===== src/rtl/mem_port_arbiter_if.sv =====
// Bundles the fetch, data-stage and memory handshakes of the memory port arbiter.
// The arbiter connects through the slave modport; requesters and memory use master.
interface mem_port_arbiter_if #(
    parameter int unsigned ADDR_W = 64,
    parameter int unsigned DATA_W = 64
);
    logic              if_req;
    logic [ADDR_W-1:0] if_addr;
    logic [DATA_W-1:0] if_rdata;
    logic              if_ack;
    logic              dm_read;
    logic              dm_write;
    logic [ADDR_W-1:0] dm_addr;
    logic [DATA_W-1:0] dm_wdata;
    logic [DATA_W-1:0] dm_rdata;
    logic              dm_ack;
    logic              mem_en;
    logic              mem_we;
    logic [ADDR_W-1:0] mem_addr;
    logic [DATA_W-1:0] mem_wdata;
    logic [DATA_W-1:0] mem_rdata;
    logic              mem_ready;
    logic              err;

    modport slave (
        input  if_req, if_addr, dm_read, dm_write, dm_addr, dm_wdata,
               mem_rdata, mem_ready,
        output if_rdata, if_ack, dm_rdata, dm_ack,
               mem_en, mem_we, mem_addr, mem_wdata, err
    );

    modport master (
        output if_req, if_addr, dm_read, dm_write, dm_addr, dm_wdata,
               mem_rdata, mem_ready,
        input  if_rdata, if_ack, dm_rdata, dm_ack,
               mem_en, mem_we, mem_addr, mem_wdata, err
    );
endinterface


===== src/rtl/mem_port_arbiter.sv =====
// Shares one single-port memory between instruction fetch and the data stage,
// with a fetch starvation guard and a timeout for a memory that never answers.
module mem_port_arbiter #(
    parameter int unsigned ADDR_W       = 64,
    parameter int unsigned DATA_W       = 64,
    parameter int unsigned TIMEOUT      = 16,
    parameter int unsigned MAX_D_STREAK = 4
) (
    input logic               clk,
    input logic               rst,
    mem_port_arbiter_if.slave bus
);
    localparam int unsigned TMO_W = (TIMEOUT > 2) ? $clog2(TIMEOUT) : 1;
    localparam int unsigned STK_W = $clog2(MAX_D_STREAK + 1);

    typedef enum logic [1:0] {IDLE, BUSY, DONE} state_t;

    state_t            state_q, state_d;
    logic              owner_is_d_q, owner_is_d_d;
    logic              mem_en_q, mem_en_d;
    logic              mem_we_q, mem_we_d;
    logic [ADDR_W-1:0] mem_addr_q, mem_addr_d;
    logic [DATA_W-1:0] mem_wdata_q, mem_wdata_d;
    logic [TMO_W-1:0]  tmo_cnt_q, tmo_cnt_d;
    logic [STK_W-1:0]  d_streak_q, d_streak_d;
    logic              if_ack_q, if_ack_d;
    logic              dm_ack_q, dm_ack_d;
    logic              err_q, err_d;
    logic [DATA_W-1:0] if_rdata_q, if_rdata_d;
    logic [DATA_W-1:0] dm_rdata_q, dm_rdata_d;

    logic              d_req;
    logic              i_wins;
    logic [STK_W-1:0]  d_streak_inc;
    logic              finish;
    logic [DATA_W-1:0] finish_data;

    always_comb begin
        state_d      = state_q;
        owner_is_d_d = owner_is_d_q;
        mem_en_d     = mem_en_q;
        mem_we_d     = mem_we_q;
        mem_addr_d   = mem_addr_q;
        mem_wdata_d  = mem_wdata_q;
        tmo_cnt_d    = tmo_cnt_q;
        d_streak_d   = d_streak_q;
        if_ack_d     = 1'b0;
        dm_ack_d     = 1'b0;
        err_d        = 1'b0;
        if_rdata_d   = '0;
        dm_rdata_d   = '0;
        finish       = 1'b0;
        finish_data  = '0;

        d_req  = bus.dm_read | bus.dm_write;
        i_wins = bus.if_req & (~d_req | (d_streak_q == STK_W'(MAX_D_STREAK)));
        // A D grant only counts toward the streak while fetch is actually waiting.
        if (!bus.if_req)
            d_streak_inc = '0;
        else if (d_streak_q == STK_W'(MAX_D_STREAK))
            d_streak_inc = d_streak_q;
        else
            d_streak_inc = d_streak_q + 1'b1;

        case (state_q)
            IDLE: begin
                if (bus.dm_read && bus.dm_write) begin
                    state_d      = DONE;
                    owner_is_d_d = 1'b1;
                    dm_ack_d     = 1'b1;
                    err_d        = 1'b1;
                    d_streak_d   = d_streak_inc;
                end else if (i_wins) begin
                    state_d      = BUSY;
                    owner_is_d_d = 1'b0;
                    mem_en_d     = 1'b1;
                    mem_we_d     = 1'b0;
                    mem_addr_d   = bus.if_addr;
                    mem_wdata_d  = '0;
                    tmo_cnt_d    = '0;
                    d_streak_d   = '0;
                end else if (d_req) begin
                    state_d      = BUSY;
                    owner_is_d_d = 1'b1;
                    mem_en_d     = 1'b1;
                    mem_we_d     = bus.dm_write;
                    mem_addr_d   = bus.dm_addr;
                    mem_wdata_d  = bus.dm_wdata;
                    tmo_cnt_d    = '0;
                    d_streak_d   = d_streak_inc;
                end
            end
            BUSY: begin
                if (bus.mem_ready) begin
                    finish      = 1'b1;
                    finish_data = mem_we_q ? '0 : bus.mem_rdata;
                end else if (tmo_cnt_q == TMO_W'(TIMEOUT - 2)) begin
                    finish = 1'b1;
                    err_d  = 1'b1;
                end else begin
                    tmo_cnt_d = tmo_cnt_q + 1'b1;
                end
                if (finish) begin
                    state_d   = DONE;
                    mem_en_d  = 1'b0;
                    tmo_cnt_d = '0;
                    if (owner_is_d_q) begin
                        dm_ack_d   = 1'b1;
                        dm_rdata_d = finish_data;
                    end else begin
                        if_ack_d   = 1'b1;
                        if_rdata_d = finish_data;
                    end
                end
            end
            DONE:    state_d = IDLE;
            default: state_d = IDLE;
        endcase
    end

    always_ff @(posedge clk) begin
        if (rst) begin
            state_q      <= IDLE;
            owner_is_d_q <= 1'b0;
            mem_en_q     <= 1'b0;
            mem_we_q     <= 1'b0;
            mem_addr_q   <= '0;
            mem_wdata_q  <= '0;
            tmo_cnt_q    <= '0;
            d_streak_q   <= '0;
            if_ack_q     <= 1'b0;
            dm_ack_q     <= 1'b0;
            err_q        <= 1'b0;
            if_rdata_q   <= '0;
            dm_rdata_q   <= '0;
        end else begin
            state_q      <= state_d;
            owner_is_d_q <= owner_is_d_d;
            mem_en_q     <= mem_en_d;
            mem_we_q     <= mem_we_d;
            mem_addr_q   <= mem_addr_d;
            mem_wdata_q  <= mem_wdata_d;
            tmo_cnt_q    <= tmo_cnt_d;
            d_streak_q   <= d_streak_d;
            if_ack_q     <= if_ack_d;
            dm_ack_q     <= dm_ack_d;
            err_q        <= err_d;
            if_rdata_q   <= if_rdata_d;
            dm_rdata_q   <= dm_rdata_d;
        end
    end

    assign bus.mem_en    = mem_en_q;
    assign bus.mem_we    = mem_we_q;
    assign bus.mem_addr  = mem_addr_q;
    assign bus.mem_wdata = mem_wdata_q;
    assign bus.if_ack    = if_ack_q;
    assign bus.dm_ack    = dm_ack_q;
    assign bus.err       = err_q;
    assign bus.if_rdata  = if_rdata_q;
    assign bus.dm_rdata  = dm_rdata_q;
endmodule

===== src/flat_wrapper.sv =====
// flat-port wrapper written by rule: the top's interface ports become plain ports
module mem_port_arbiter_flat 
#(
    parameter int unsigned ADDR_W       = 64,
    parameter int unsigned DATA_W       = 64,
    parameter int unsigned TIMEOUT      = 16,
    parameter int unsigned MAX_D_STREAK = 4
)
  (clk, rst, bus_if_req, bus_if_addr, bus_dm_read, bus_dm_write, bus_dm_addr, bus_dm_wdata, bus_mem_rdata, bus_mem_ready, bus_if_rdata, bus_if_ack, bus_dm_rdata, bus_dm_ack, bus_mem_en, bus_mem_we, bus_mem_addr, bus_mem_wdata, bus_err);
  mem_port_arbiter_if #(.ADDR_W(ADDR_W), .DATA_W(DATA_W)) bus_i ();
  input logic clk;
  input logic rst;
  input wire logic [$bits(bus_i.if_req)-1:0] bus_if_req;
  input wire logic [$bits(bus_i.if_addr)-1:0] bus_if_addr;
  input wire logic [$bits(bus_i.dm_read)-1:0] bus_dm_read;
  input wire logic [$bits(bus_i.dm_write)-1:0] bus_dm_write;
  input wire logic [$bits(bus_i.dm_addr)-1:0] bus_dm_addr;
  input wire logic [$bits(bus_i.dm_wdata)-1:0] bus_dm_wdata;
  input wire logic [$bits(bus_i.mem_rdata)-1:0] bus_mem_rdata;
  input wire logic [$bits(bus_i.mem_ready)-1:0] bus_mem_ready;
  output wire logic [$bits(bus_i.if_rdata)-1:0] bus_if_rdata;
  output wire logic [$bits(bus_i.if_ack)-1:0] bus_if_ack;
  output wire logic [$bits(bus_i.dm_rdata)-1:0] bus_dm_rdata;
  output wire logic [$bits(bus_i.dm_ack)-1:0] bus_dm_ack;
  output wire logic [$bits(bus_i.mem_en)-1:0] bus_mem_en;
  output wire logic [$bits(bus_i.mem_we)-1:0] bus_mem_we;
  output wire logic [$bits(bus_i.mem_addr)-1:0] bus_mem_addr;
  output wire logic [$bits(bus_i.mem_wdata)-1:0] bus_mem_wdata;
  output wire logic [$bits(bus_i.err)-1:0] bus_err;
  assign bus_i.if_req = bus_if_req;
  assign bus_i.if_addr = bus_if_addr;
  assign bus_i.dm_read = bus_dm_read;
  assign bus_i.dm_write = bus_dm_write;
  assign bus_i.dm_addr = bus_dm_addr;
  assign bus_i.dm_wdata = bus_dm_wdata;
  assign bus_i.mem_rdata = bus_mem_rdata;
  assign bus_i.mem_ready = bus_mem_ready;
  assign bus_if_rdata = bus_i.if_rdata;
  assign bus_if_ack = bus_i.if_ack;
  assign bus_dm_rdata = bus_i.dm_rdata;
  assign bus_dm_ack = bus_i.dm_ack;
  assign bus_mem_en = bus_i.mem_en;
  assign bus_mem_we = bus_i.mem_we;
  assign bus_mem_addr = bus_i.mem_addr;
  assign bus_mem_wdata = bus_i.mem_wdata;
  assign bus_err = bus_i.err;
  mem_port_arbiter #(.ADDR_W(ADDR_W), .DATA_W(DATA_W), .TIMEOUT(TIMEOUT), .MAX_D_STREAK(MAX_D_STREAK)) u_core (.clk(clk), .rst(rst), .bus(bus_i));
endmodule

===== config.mk =====
export PLATFORM = sky130hd
export DESIGN_NAME = mem_port_arbiter_flat
export DESIGN_NICKNAME = d
export VERILOG_FILES = /design/src/rtl/mem_port_arbiter_if.sv /design/src/rtl/mem_port_arbiter.sv /design/src/flat_wrapper.sv
export SDC_FILE = /design/constraint.sdc
export NUM_CORES = 1
export LEC_CHECK = 0
export ABC_AREA = 1
export CORE_AREA = 8 8 197 199
export DETAILED_ROUTE_END_ITERATION = 8
export DIE_AREA = 0 0 205 207
export SLEW_MARGIN = 20
export SYNTH_ARGS = -nofsm -noshare
export SYNTH_HDL_FRONTEND = slang
export SYNTH_SLANG_ARGS = --single-unit

===== constraint.sdc =====
create_clock -name clk -period 4.3 [get_ports clk]
set_input_delay 0.86 -clock clk [delete_from_list [all_inputs] [get_ports clk]]
set_output_delay 0.86 -clock clk [all_outputs]
set_load 0.05 [all_outputs]

# Word level (Yosys, flattened, before mapping)
# Index checks and enable logic that the tools add are counted.
# totals
reg_bits	271
inputBits	262
# op_classes
add_sub_neg	2
n_eq_ne	9
muxes	42
n_bitwise	8
reduce_logical	13
# op_table
op	n
64-bit two-way mux	6
4-bit two-way mux	6
1-bit two-way mux	16
3-bit two-way mux	5
2-bit two-way mux	4
4-bit one-hot mux with 2 select lines	1
4-bit OR reduction	2
1-bit one-hot mux with 2 select lines	3
1-bit inverter	5
5-bit AND reduction	1
4-bit by 1-bit adder with 4-bit output, second input constant	1
4-bit equality test, second input constant	1
4-bit by 1-bit != test with 1-bit output, second input constant	1
2-bit one-hot mux with 2 select lines	1
2-bit AND reduction	2
4-bit AND reduction	1
2-bit nonzero test	2
3-bit by 1-bit adder with 3-bit output, second input constant	1
3-bit equality test, second input constant	1
3-bit by 1-bit != test with 1-bit output, second input constant	1
3-bit by 2-bit != test with 1-bit output, second input constant	1
3-bit != test, second input constant	1
3-bit AND reduction	1
3-bit nonzero test	1
8 further kinds	9

# Logic depth before layout (Yosys ltp)
# depth
word_depth	7
mapped_depth	11
depth_no_buf	10

# Worst setup path before layout
# Ideal clock, no wire load.
# synth_timing
path_type	input-to-reg
start	input port rst
end	register u_core.mem_addr_q[30] (netlist: u_core.bus.mem_addr[30])
setup_ns	0.109
arrival_ns	1.695
t_required_ns	4.191
slack_ns	2.495
stages	6
n_path_buf	3
path_cell_list	buf_2 clkbuf_1 buf_1 a21oi_1 nand2_1 inv_1
# synth_lines
element	line_no	text
from (decl)	flat_wrapper.sv:12	input logic rst;
to (signal assigned)	mem_port_arbiter.sv:141	mem_addr_q <= mem_addr_d;
to (decl)	mem_port_arbiter.sv:22	logic [ADDR_W-1:0] mem_addr_q, mem_addr_d;

# Worst setup path after layout
# layout_timing
start	register u_core.mem_we_q (netlist: u_core.bus.mem_we)
end	output port bus_mem_we
# layout_lines
element	line_no	text
from (decl)	mem_port_arbiter.sv:21	logic mem_we_q, mem_we_d;
from (signal assigned)	mem_port_arbiter.sv:140	mem_we_q <= mem_we_d;
to (decl)	flat_wrapper.sv:26	output wire logic [$bits(bus_i.mem_we)-1:0] bus_mem_we;
# No word-level cell between the ends.

==> impl_results.md <==
* RePlAce Congestion at 0.8351
* Min-Delay Path Class: reg -> reg
* Critical Path End Type: output pin
* IO Pins at 523
* Post_cts resized at 0
* Buf/Inv on CP at 1
* Net Sw Power at 2.371 mW
* Post-synthesis cell area at 10040 um2
* P_int at 5.116 mW
* Final worst slack at 1576 ps
* Initial Util at 0.2797
* Dpl hpwl at 30380 um
* Mean post-synth cell area at 7.378 um2
* Commonest cells after routing, fill and taps aside: clkdlybuf4s50_1 (521), nand2_1 (322), dfxtp_1 (271), inv_1 (217), nor2_1 (164)
* Setup Fix Bufs, Post-CTS at 0
* Commonest non-fill, non-tap cell in the layout: clkdlybuf4s50_1
* Skew final at 15.77 ps
* Worst setup path start: u_core.bus.mem_we
* Hold Crit Depth at 2
* Synth Warn # at 0
* Core box area at 35910 um2
* Arrival @ worst endpoint at 1860 ps
* Crit-path cells: clkdlybuf4s50_1
* Critical path data required time at 3440 ps
* Pre-antenna DRT Iters at 5
* Crit Path Max Fanout at 3
* Final wirelength at 40940 um
* #FFs+latches synth at 271
* Die footprint at 42440 um2
* Routed Antenna Nets at 0
* Leakage at 7.240 nW
* Worst slew margin at 0.3671
* RSZ-0062 raised after global routing: false
* Largest net degree at the start of global routing at 168
* Dominant cells by area after synthesis: dfxtp_1 (54%), nand2_1 (12%), inv_1 (8.1%), a21oi_1 (7.1%), nor2_1 (6.1%)
* Clock power share at 0.376
* Max-slew violation count at 0
* Grt total ovfl at 0
* Die W at 205 um
* Clk slew on worst S/H paths at 60 ps
* Via Count at 10180
* H-tree levels at 1
* CTS tree: yes
* Startpoint Class: register
* Worst Max-Slew Pin Slew at 949.3 ps
* Worst Min Path Start: u_core.bus.mem_en
* Final-report setup violation count at 0
* Final net count at 2111
* Synthesis-to-finish area growth at 66.35%
* Global Route Usage Sum at 0.1815
* Worst path max stage delay at 880 ps
* CP Depth at 1
* Synth area leader: dfxtp_1
* Status: finished, final reports clean
* RR Endpoint: u_core.bus.dm_rdata[11]
* CTS buffer count at 31
* Worst Setup EP: bus_mem_we
* Critical path's top delay family: buffers and inverters
* Slowest-stage cell, CP: clkdlybuf4s50_1
* Switching share of power at 0.3167
* CTS max path bufs at 3
* Post-layout minimum cycle time at 2724 ps
* P per Cell Area at 448.2 nW/um2
* Max Fclk at 367.2 MHz
* R2R Setup Slk at 1970 ps
* Tcrit/Tclk final at 0.6334
* Sequential standard cell area at 5425 um2
* Root buf cell: clkbuf_16
* Initial antenna violation count at 6
* Vias/cell at 4.348
* Rows at 70
* Top cell type's share of synthesized area at 0.5402
* Synth Net Count at 1627
* Final setup TNS at 0 ps
* Synth Instances at 1361
* First-pass GRT wire length at 61290 um
* Post-place setup slack at 1126 ps
* Hold Slack at 458.5 ps
* Vias in the first global route at 10120
* Final hold violation count at 0
* Fillers at 3613
* FF-to-FF path depth at 9
* Post-synth cell types at 20
* Max Cap Viol at 0
* Avg WL per Cell at 17.49 um
* Share of cells above drive strength 1 at 0.04334
* Maximum VDD drop at 0.2896 mV
* Crit Path Class: reg -> out
* Cts hold-fix bufs at 0
* Sequential fraction of the synthesis area at 0.5402
* Area of the multi-input gates at 3402 um2
* Logic pwr share at 0.252
* Die H at 207 um
* Worst skew pair latency at 560 ps
* DRC at 0
* IO buf count at 522
* Clock Sinks at 271
* Post-Layout Cell Count at 2341
* DRT iter0 DRCs at 317
* Cells after DPL at 2280
* Worst r2r src: u_core.tmo_cnt_q[0]
* Sequential power share at 0.372
* Final Util at 0.4652
worst min-delay path by stage:
stage	endpoint	slack, ps
after floorplan	u_core.d_streak_q[1]	460
after global placement	u_core.bus.mem_en	450
after detailed placement	u_core.bus.mem_en	450
after CTS	u_core.bus.mem_en	460
after global routing	u_core.bus.mem_en	480
final	u_core.bus.mem_en	460
synth_stat cells:
master / number
buf_2: 47
or2_2: 1
nand3_1: 73
dfxtp_1: 271
nor2_1: 164
a21oi_1: 142
nand2_1: 324
nand4_1: 3
inv_2: 5
nand3_2: 2
nor2_4: 2
nor3_1: 37
buf_4: 9
o21ai_0: 30
ha_1: 4
clkbuf_1: 20
nor4_1: 1
buf_1: 7
nor2_2: 2
inv_1: 217
metal layers:
layer / global-route usage / vias up / routed length (um)
met4: 0.03649 / 4 / 748
met5: 0 / - / 35
met1: 0.2002 / 4666 / 15680
li1: - / 5100 / -
met2: 0.3255 / 362 / 20280
met3: 0.06991 / 47 / 4203
worst min-delay path, cell delays in order, from the launching register on:
cell	delay (ps)
dfxtp_1	310
inv_1	50
a21oi_1	50
area by class of cell:
cell class,instances,area share
clock buffers,41,0.05288
diodes,4,0.0005992
multi-input cells,785,0.2037
well taps,468,0.03505
repair buffers,534,0.3195
flip-flops and latches,271,0.3248
clock inverters,16,0.01341
inverters,222,0.05011
flip-flops by register name, summed over array words and instances (netlist names), 2 cells and up:
signal	cells
u_core.bus.dm_rdata	64
u_core.bus.if_rdata	64
u_core.bus.mem_addr	64
u_core.bus.mem_wdata	64
u_core.d_streak_q	3
u_core.state_q	2
u_core.tmo_cnt_q	4
power by group through the flow:
stage	Sequential, mW	Combinational (mW)	Clock (mW)
2_1_floorplan	3.43	0.538	0
3_3_place_gp	2.83	1.89	0
6_report	2.78	1.89	2.82
5_1_grt	2.80	2.03	2.99
4_1_cts	2.78	1.91	2.89
3_5_place_dp	2.84	1.90	0
through the flow:
| step | instance area (um2) | total power [mW] |
|---|---|---|
| floorplan | 10040 | 3.966 |
| global placement | 15580 | 4.720 |
| detailed placement | 15590 | 4.736 |
| CTS | 16690 | 7.582 |
| global route | 16700 | 7.827 |
| finish | 16700 | 7.487 |
kinds of logic after synthesis:
logic type      synth area share
simple gates              0.2458
buf+inv                   0.1232
flops                     0.5402
compound gates           0.08572
fa+ha+maj               0.004984
(Power assumes the default switching activity.)
